File: src/rtl/sram_arbiter.sv
// Two-master (fetch/data) to one synchronous SRAM port arbiter.
// Only one access is outstanding at a time. Data requests take priority over fetch.
module sram_arbiter #(
    parameter int unsigned MEM_LATENCY = 1
) (
    input  logic        clk,
    input  logic        rst,

    input  logic        inst_req,
    input  logic [31:0] inst_addr,
    output logic        inst_addr_ok,
    output logic        inst_data_ok,
    output logic [31:0] inst_rdata,

    input  logic        data_req,
    input  logic [3:0]  data_wen,
    input  logic [31:0] data_addr,
    input  logic [31:0] data_wdata,
    output logic        data_addr_ok,
    output logic        data_data_ok,
    output logic [31:0] data_rdata,

    output logic        mem_en,
    output logic [3:0]  mem_wen,
    output logic [31:0] mem_addr,
    output logic [31:0] mem_wdata,
    input  logic [31:0] mem_rdata
);

    typedef enum logic [1:0] {
        IDLE,
        BUSY_I,
        BUSY_D
    } state_t;

    localparam logic [3:0] CNT_LOAD = 4'(MEM_LATENCY - 1);

    state_t     state, state_nxt;
    logic [3:0] cnt, cnt_nxt;
    logic       done;
    logic       can_accept;
    logic       acc_i;
    logic       acc_d;

    always_ff @(posedge clk or posedge rst) begin
        if (rst) begin
            state <= IDLE;
            cnt   <= '0;
        end else begin
            state <= state_nxt;
            cnt   <= cnt_nxt;
        end
    end

    always_comb begin
        state_nxt    = state;
        cnt_nxt      = cnt;
        inst_addr_ok = 1'b0;
        data_addr_ok = 1'b0;
        inst_data_ok = 1'b0;
        data_data_ok = 1'b0;
        inst_rdata   = '0;
        data_rdata   = '0;
        mem_en       = 1'b0;
        mem_wen      = '0;
        mem_addr     = '0;
        mem_wdata    = '0;

        // Completion cycle doubles as an acceptance slot, giving zero-gap back-to-back access.
        done       = (state != IDLE) && (cnt == '0);
        can_accept = !rst && ((state == IDLE) || done);
        acc_d      = can_accept && data_req;
        acc_i      = can_accept && inst_req && !data_req;

        if (done && state == BUSY_I) begin
            inst_data_ok = 1'b1;
            inst_rdata   = mem_rdata;
        end
        if (done && state == BUSY_D) begin
            data_data_ok = 1'b1;
            data_rdata   = mem_rdata;
        end

        if (acc_d) begin
            data_addr_ok = 1'b1;
            mem_en       = 1'b1;
            mem_wen      = data_wen;
            mem_addr     = data_addr;
            mem_wdata    = data_wdata;
            state_nxt    = BUSY_D;
            cnt_nxt      = CNT_LOAD;
        end else if (acc_i) begin
            inst_addr_ok = 1'b1;
            mem_en       = 1'b1;
            mem_addr     = inst_addr;
            state_nxt    = BUSY_I;
            cnt_nxt      = CNT_LOAD;
        end else if (done) begin
            state_nxt = IDLE;
        end else if (state != IDLE) begin
            cnt_nxt = cnt - 4'd1;
        end
    end

endmodule

File: config.mk
export PLATFORM = sky130hd
export DESIGN_NAME = sram_arbiter
export DESIGN_NICKNAME = d
export VERILOG_FILES = /design/src/rtl/sram_arbiter.sv
export SDC_FILE = /design/constraint.sdc
export NUM_CORES = 1
export LEC_CHECK = 0
export BUFFER_PORTS_ARGS = -buffer_cell sky130_fd_sc_hd__buf_2
export CORE_AREA = 8 8 101 103
export CTS_BUF_LIST = sky130_fd_sc_hd__clkbuf_2 sky130_fd_sc_hd__clkbuf_4 sky130_fd_sc_hd__clkbuf_8
export DETAILED_ROUTE_END_ITERATION = 6
export DIE_AREA = 0 0 109 111
export PLACE_DENSITY = 0.6
export SETUP_SLACK_MARGIN = 0.02
export SYNTH_ARGS = -nofsm -noshare
export SYNTH_HDL_FRONTEND = slang
export SYNTH_SLANG_ARGS = --single-unit
File: constraint.sdc
create_clock -name clk -period 2.3 [get_ports clk]
set_input_delay 0.46 -clock clk [delete_from_list [all_inputs] [get_ports clk]]
set_output_delay 0.46 -clock clk [all_outputs]
set_load 0.005 [all_outputs]
# Word-level counts from Yosys, hierarchy flattened
# Index checks and enable logic that the tools add are counted.
dict set report op_classes {
  add_sub_neg 1
  n_eq_ne 3
  muxes 19
  reduce_logical 16
}
# cell count
set op_table {}
lappend op_table {{$mux 32} 5}
lappend op_table {{$mux 4} 5}
lappend op_table {{$logic_and 1x1->1} 7}
lappend op_table {{$mux 1} 6}
lappend op_table {{$mux 2} 3}
lappend op_table {{$reduce_bool 3->1} 2}
lappend op_table {{$logic_not 4->1} 1}
lappend op_table {{$sub 4x1->4 const B} 1}
lappend op_table {{$ne 3x1->1 const B} 1}
lappend op_table {{$eq 2x1->1 const B} 1}
lappend op_table {{$eq 2x2->1 const B} 1}
lappend op_table {{$logic_not 1->1} 2}
lappend op_table {{$logic_not 2->1} 1}
lappend op_table {{$reduce_and 2->1} 1}
lappend op_table {{$reduce_bool 2->1} 1}
lappend op_table {{$logic_or 1x1->1} 1}
dict set report totals {
  regBits 6
  input_bits 136
  output_inout_bits 137
  word_cells 41
}

# Depth between registers and ports, before layout
# Gate-level depths: netlist of the first run.
dict set report logic_depth {
  depth_word 8
  mapped_depth 7
  mapped_depth_nobuf 5
}

# Worst setup path before layout of the first run
# Ideal clock, no wire load.
dict set report synth_timing {
  path_type {reg-to-output}
  startpoint {reg cnt[0]}
  endpoint {out data_rdata[22]}
  arrival_time_ns 1.682
  required_time_ns 1.840
  path_slack_ns 0.158
  path_stages_with_launch 8
  path_buffers 2
  cell_sequence {dfrtp_1 -> inv_1 -> ha_1 -> or3b_1 -> buf_6 -> nor3b_4 -> buf_6 -> and2_1}
}
dict set report synth_between {
  elab_chain_len 4
}
# item line_no
set synth_rtl {}
lappend synth_rtl {{from (decl)} 39} ;# logic [3:0] cnt, cnt_nxt;
lappend synth_rtl {{from (signal assigned)} 51} ;# cnt <= cnt_nxt;
lappend synth_rtl {{$logic_not 4->1} 70} ;# done = (state != IDLE) && (cnt == '0);
lappend synth_rtl {{$logic_and 1x1->1} 70}
lappend synth_rtl {{$logic_and 1x1->1} 79} ;# if (done && state == BUSY_D) begin
lappend synth_rtl {{$mux 32} 79}
lappend synth_rtl {{to (decl)} 21} ;# output logic [31:0] data_rdata,
# Every way passes these cells.

# Worst setup path after layout of the first run
dict set report layout_timing {
  startpoint {reg cnt[0]}
  endpoint {out data_rdata[14]}
}
# The elaborated chain is that of the path after synthesis.

==> results of run 1 <==
worst max-delay path by stage:
stage | endpoint | from | cells after the start
6_report | data_rdata[14] | cnt[0] | 8
5_1_grt | mem_wdata[1] | cnt[0] | 8
4_1_cts | data_rdata[17] | cnt[1] | 8
3_5_place_dp | inst_rdata[20] | cnt[0] | 7
3_3_place_gp | inst_rdata[20] | cnt[0] | 7
2_1_floorplan | data_rdata[22] | cnt[0] | 7
worst max-delay path, delay by kind of cell (launching register included):
| family | cells | cell delay [ps] |
|---|---|---|
| buffers and inverters | 4 | 490 |
| AND/OR/NAND/NOR | 3 | 800 |
| adder cells (fa/ha/maj) | 1 | 120 |
| flip-flops | 1 | 380 |
synth_stat cells (all sizes together) (2+ instances only):
master  instances
and2           65
buf            10
o21ai           6
a22oi          32
nor3b           3
dfrtp           6
inv             4
and3           36
nor2           36
nand3           2
clkbuf         15
nand2           2
o211ai          3
repair_timing:
item	4_1_cts	5_1_grt
pin swaps	34	22
gates cloned	6	4
gates resized for setup	61	79
setup buffers	8	6
endpoints found under the setup margin	103	106
cells in the final DEF, fill, tap and decap left out:
cell type,n
a21oi_4,1
a22oi_1,32
a32o_1,1
and2_1,17
and2_4,48
and3_1,29
and3_4,7
buf_12,5
buf_16,1
buf_2,216
buf_4,10
buf_6,68
buf_8,1
clkbuf_16,2
clkbuf_8,3
dfrtp_1,6
ha_4,1
inv_1,2
inv_2,2
nand2_1,2
nand2b_1,1
nand3_1,2
nor2_1,36
nor2b_2,1
nor3b_2,1
nor3b_4,2
nor4_1,1
o211ai_1,3
o21ai_0,5
o21ai_2,1
o21bai_1,1
o31a_1,1
o31ai_1,1
or2_2,1
or3b_4,1
cell type report:
| cell class | instances | area (sq um) |
|---|---|---|
| Tap cell | 108 | 135 |
| Fill cell | 814 | 4690 |
| Multi-Input combinational cell | 196 | 1400 |
| Sequential cell | 6 | 150 |
| Timing Repair Buffer | 303 | 2110 |
| Inverter | 4 | 15.0 |
| Clock buffer | 3 | 41.3 |
power groups by stage:
stage | clock (mW) | sequential [mW] | combinational [mW]
6_report | 0.153 | 0.111 | 0.542
5_1_grt | 0.167 | 0.112 | 0.585
4_1_cts | 0.158 | 0.111 | 0.482
3_5_place_dp | 0 | 0.113 | 0.418
3_3_place_gp | 0 | 0.112 | 0.412
2_1_floorplan | 0 | 0.112 | 0.168
logic make-up (layout without fill, tap and decap cells):
family | count (synthesis) | after routing
and+or+nand+nor | 149 | 149
AOI/OAI and AO/OA | 46 | 46
DFF | 6 | 6
buffers and inverters | 29 | 310
adders and majority gates | 1 | 1
flip-flops by register name (all words and copies together), names as in the netlist:
| signal | flops |
|---|---|
| cnt | 4 |
| state | 2 |
metal layers:
metal  global-route usage  vias to the layer above
li1                     -                     1362
met1                0.157                     1338
met2                0.299                      195
met3               0.0547                       13
met4               0.0521                        0
met5                    0                        -
stage by stage:
step	utilization	hold WS (ps)	std cells	setup WS [ps]	TNS, ps
after CTS	0.405	240	613	-134	-9880
after detailed placement	0.354	473	596	-62.5	-433
after floorplan	-	266	231	158	0
after global routing	0.451	252	620	-241	-20130
after global placement	0.354	462	596	-19.8	-19.8
final	0.451	240	620	-164	-12220
==> flow_summary.yaml, run 1 <==
final_layout:
  num-nets-final: 651
  final_area_sq_mm: 0.00386
  layout-drive-gt1-share: 0.727
  area_delta_synth_final_pct: 151
  num_antenna_cells: 0
logic_synthesis:
  synth_top_area_frac: 0.265
  synth_edf_count: 0
  synth_mux_area_frac: 0
  synth_top_family_by_area: "simple AND/OR/NAND/NOR gates"
  syn_inst: 231
  yosys_register_bits: 6
  yosys.area.top_type: "and2_1"
  ys_seq_area_frac: 0.0979
  async_flop_share: 1.00
  syn_nets: 368
  synthTopCellsByArea: "and2_1 27%, a22oi_1 16%, and3_1 15%"
  synth_compound_gate_area_share: 0.223
  synth_area_sq_mm: 0.00153
  yosys.area_share.simple: 0.563
  avgSynthCellArea_sq_um: 6.64
  synth_cell_type_count: 27
  ys_warn_count: 0
  synth_xor_area_frac: 0
  synth_ff_type: "dfrtp_1"
  synthAdderAreaFrac: 0.00816
detailed_routing:
  routed-via-count: 2908
  drt-total-wl_microns: 11500
  wl_per_cell_microns: 18.6
  wl_met1_microns: 4160
  route.met2.wl_microns: 5780
  dr.max_layer_used: "met4"
  ant_nets: 0
  dr.pass1.iters: 4
  drt_iter0_drc: 111
  drcViolationCount: 0
  wl_met3_microns: 1360
  drt-vias-per-instance: 4.69
setup_path:
  crit_chain: "inv_2, ha_4, or3b_4, nor3b_4, buf_6, buf_12, and2_1, buf_2"
  path_class: "flip-flop to output port"
  crit_arrival_ps: 2000
  crit_required_ps: 1840
  end_kind: "output port"
  crit_fanout: 9
  reg2reg_depth: 6
  cp_slowest_cell: "or3b_4"
  cp_slowest_stage_delay_ps: 430
  r2r_end: "state[0]"
  regToRegSetupSlack_ps: 790
  start_kind: "flip-flop"
  worstReg2RegStart: "cnt[0]"
timing:
  slew_headroom: 0.784
  skew_ps: 0.407
  hold_viol: 0
  grt_setup_unrepaired: "true"
  setup_slack_ps: -164
  fin_crit_ps: 2460
  worst_slew_pin_slew_ps: 323
  setup_viol: 102
  period_share: 1.07
  drv_slew: 0
  max_freq_ghz: 0.406
placed_design:
  place.gp.congestion: 0.851
  dp_hpwl_microns: 8650
  numPortBuffers: 272
  postPlaceCellArea_sq_mm: 0.00302
pwr:
  ir_worst_vdd_v: 0.000106
  p_total_mw: 0.807
  powerDensity_mw_per_mm2: 209
  intPower_mw: 0.533
  p_leak_nw: 2.28
  power_frac_comb: 0.672
  switching_share: 0.339
  clkPwrFrac: 0.190
  p_seq_frac: 0.138
  switchingPower_mw: 0.273
floorplan:
  start_util: 0.179
  die_area_sq_mm: 0.0121
  fp.dieW_microns: 109
  num_rows: 34
  coreArea_sq_mm: 0.00855
  die_y_microns: 111
  io_pins: 273
status:
  violations: "setup timing"
  status: "finished, violations left"
clock_network:
  clk_latency_ps: 220
  clk_path_buf_depth: 2
  cts_hold_buf: 0
  clk_pin_slew_ps: 30
  cts-root-buf: "clkbuf_8"
  tritoncts: "built"
  cts_buffers: 3
  htree_levels: 1
  cts.sinks: 6
run:
  drv_cap: 0
global_route:
  grt_max_degree: 54
  grt_usage: 0.160
  first_global_vias: 3006
  grt-ovfl-total: 0
  grt_antenna_before_repair: 0
  grt_pass1_wl_microns: 15900
min_path:
  hp-class: "primary input to async pin"
No activity file was read; power rests on OpenSTA's default activity.
==> run 2, diff against run 1 <==
--- a/config.mk
+++ b/config.mk
@@ -5,7 +5,7 @@
 export SDC_FILE = /design/constraint.sdc
 export NUM_CORES = 1
 export LEC_CHECK = 0
-export BUFFER_PORTS_ARGS = -buffer_cell sky130_fd_sc_hd__buf_2
+export BUFFER_PORTS_ARGS = -buffer_cell sky130_fd_sc_hd__buf_4
 export CORE_AREA = 8 8 101 103
 export CTS_BUF_LIST = sky130_fd_sc_hd__clkbuf_2 sky130_fd_sc_hd__clkbuf_4 sky130_fd_sc_hd__clkbuf_8
 export DETAILED_ROUTE_END_ITERATION = 6
==> flow_summary.yaml, run 2 (synthesis gave the netlist of run 1 again) <==
final_layout:
  fin_cells: 609
  largest_reg_flops: 4
  num_antenna_cells: 0
  layout-drive-gt1-share: 0.683
  final_area_sq_mm: 0.00411
  fin_util: 0.481
  layout_common_cells: "246 x buf_4, 41 x buf_6, 36 x nor2_1"
  layout_commonest_cell: "buf_4"
  regMostFlops: "cnt"
  reg_top3: "cnt: 4 flops, state: 2 flops"
  fillCellCount: 831
  num-nets-final: 640
  area_delta_synth_final_pct: 168
timing:
  skew_ps: 4.09
  slew_headroom: 0.782
  grt_setup_unrepaired: "true"
  hold_slack_ps: 280
  fin_crit_ps: 2440
  worst_slew_pin_slew_ps: 326
  drv_slew: 0
  setup_viol: 102
  period_share: 1.06
  setup_slack_ps: -141
  hold_viol: 0
  max_freq_ghz: 0.410
global_route:
  first_global_vias: 2833
  grt_pass1_wl_microns: 15600
  grt_max_degree: 36
  grt_antenna_before_repair: 0
  grt-ovfl-total: 0
  grt_usage: 0.160
clock_network:
  clk_latency_ps: 220
  htree_levels: 1
  tritoncts: "built"
  cts.sinks: 6
  clk_path_buf_depth: 2
  cts_hold_buf: 0
  cts_buffers: 3
  cts-root-buf: "clkbuf_8"
  clk_pin_slew_ps: 40
pwr:
  switchingPower_mw: 0.262
  powerDensity_mw_per_mm2: 210
  intPower_mw: 0.602
  power_frac_comb: 0.691
  switching_share: 0.304
  clkPwrFrac: 0.180
  p_seq_frac: 0.129
  ir_worst_vdd_v: 0.000123
  p_leak_nw: 2.29
placed_design:
  numPortBuffers: 272
  dp_hpwl_microns: 9330
  place_inst: 598
  postPlaceCellArea_sq_mm: 0.00369
  place.gp.congestion: 0.825
  dp_slack_ps: -83.0
setup_path:
  cp_slowest_cell: "or3b_4"
  start_kind: "flip-flop"
  cp_slowest_stage_delay_ps: 430
  path_class: "flip-flop to output port"
  critPathBufInv: 4
  crit_chain: "inv_2, ha_4, or3b_4, nor3b_4, buf_6, clkbuf_16, and2_4, buf_6"
  cpMostUsedCell: "buf_6"
  end_kind: "output port"
  crit_fanout: 8
  critPathTopFamily: "simple AND/OR/NAND/NOR gates"
  crit_required_ps: 1840
  crit_arrival_ps: 1980
floorplan:
  start_util: 0.179
  die_y_microns: 111
  fp.dieW_microns: 109
  io_pins: 273
  num_rows: 34
  die_area_sq_mm: 0.0121
  coreArea_sq_mm: 0.00855
run:
  drv_cap: 0
detailed_routing:
  dr.pass1.iters: 4
  drt-vias-per-instance: 4.54
  drcViolationCount: 0
  routed-via-count: 2765
  drt-total-wl_microns: 11300
  drt_iter0_drc: 86
  ant_nets: 0
  wl_per_cell_microns: 18.6
status:
  status: "finished, violations left"
  violations: "setup timing"
min_path:
  hp-class: "primary input to async pin"
run 2: changes by cell type in the layout (fill, tap and decap cells not counted), moves of 2 or more:
cell	change
buf_12	-2
and2_1	+18
buf_4	+236
buf_2	-216
and2_4	-18
buf_6	-27
run 2: cell type report:
| type | instances | area (sq um) | area share |
|---|---|---|---|
| repair buffers | 292 | 2420 | 0.588 |
| multi-input cells | 196 | 1350 | 0.328 |
| flip-flops and latches | 6 | 150 | 0.0365 |
| well taps | 108 | 135 | 0.0329 |
| clock buffers | 3 | 41.3 | 0.0100 |
| inverters | 4 | 15.0 | 0.00365 |
run 2: path summary, 6_finish.rpt:
| kind | to | slack [ps] | cells after the start | from |
|---|---|---|---|---|
| worst max-delay path | data_rdata[18] | -140 | 8 | cnt[0] |
| worst min-delay path | cnt[2] | 280 | 3 | rst |
| worst max register to register | state[0] | 800 | 5 | cnt[0] |
| worst min register to register | cnt[0] | 610 | 3 | cnt[0] |
| max in group asynchronous | cnt[0] | 1900 | 3 | rst |
| min in group clk | state[1] | 570 | 3 | data_req |
run 2: metrics by stage:
| stage | power, mW | setup TNS (ps) |
|---|---|---|
| after floorplan | 0.280 | 0 |
| after global placement | 0.643 | -61.0 |
| after detailed placement | 0.648 | -309 |
| after CTS | 0.821 | -12720 |
| after global routing | 0.926 | -16730 |
| final | 0.864 | -8230 |
run 2: power by group through the flow:
stage / clock network, mW / registers [mW] / logic, mW
5_1_grt: 0.170 / 0.111 / 0.645
4_1_cts: 0.161 / 0.111 / 0.549
3_5_place_dp: 0 / 0.112 / 0.535
3_3_place_gp: 0 / 0.112 / 0.531
2_1_floorplan: 0 / 0.112 / 0.168
6_report: 0.156 / 0.111 / 0.597
run 2: worst register-to-register path, delay by kind of cell, from the launching register on:
| kind | cells | cell delay, ps |
|---|---|---|
| simple gates | 1 | 430 |
| compound gates | 1 | 190 |
| fa+ha+maj | 1 | 130 |
| flops | 1 | 380 |
| buf+inv | 2 | 260 |
run 2: what timing repair did:
action / CTS / global route
setup buffers: 3 / 2
gates cloned: 1 / 3
gates resized for setup: 7 / 76
pin swaps: 1 / 27
endpoints found under the setup margin: 137 / 137
run 2: metal layers:
metal / vias up / track usage / share of wire
met5: - / 0 / 0
met3: 6 / 0.0605 / 0.13
met1: 1246 / 0.163 / 0.34
met4: 0 / 0.0347 / 0.0078
li1: 1335 / - / -
met2: 178 / 0.295 / 0.52
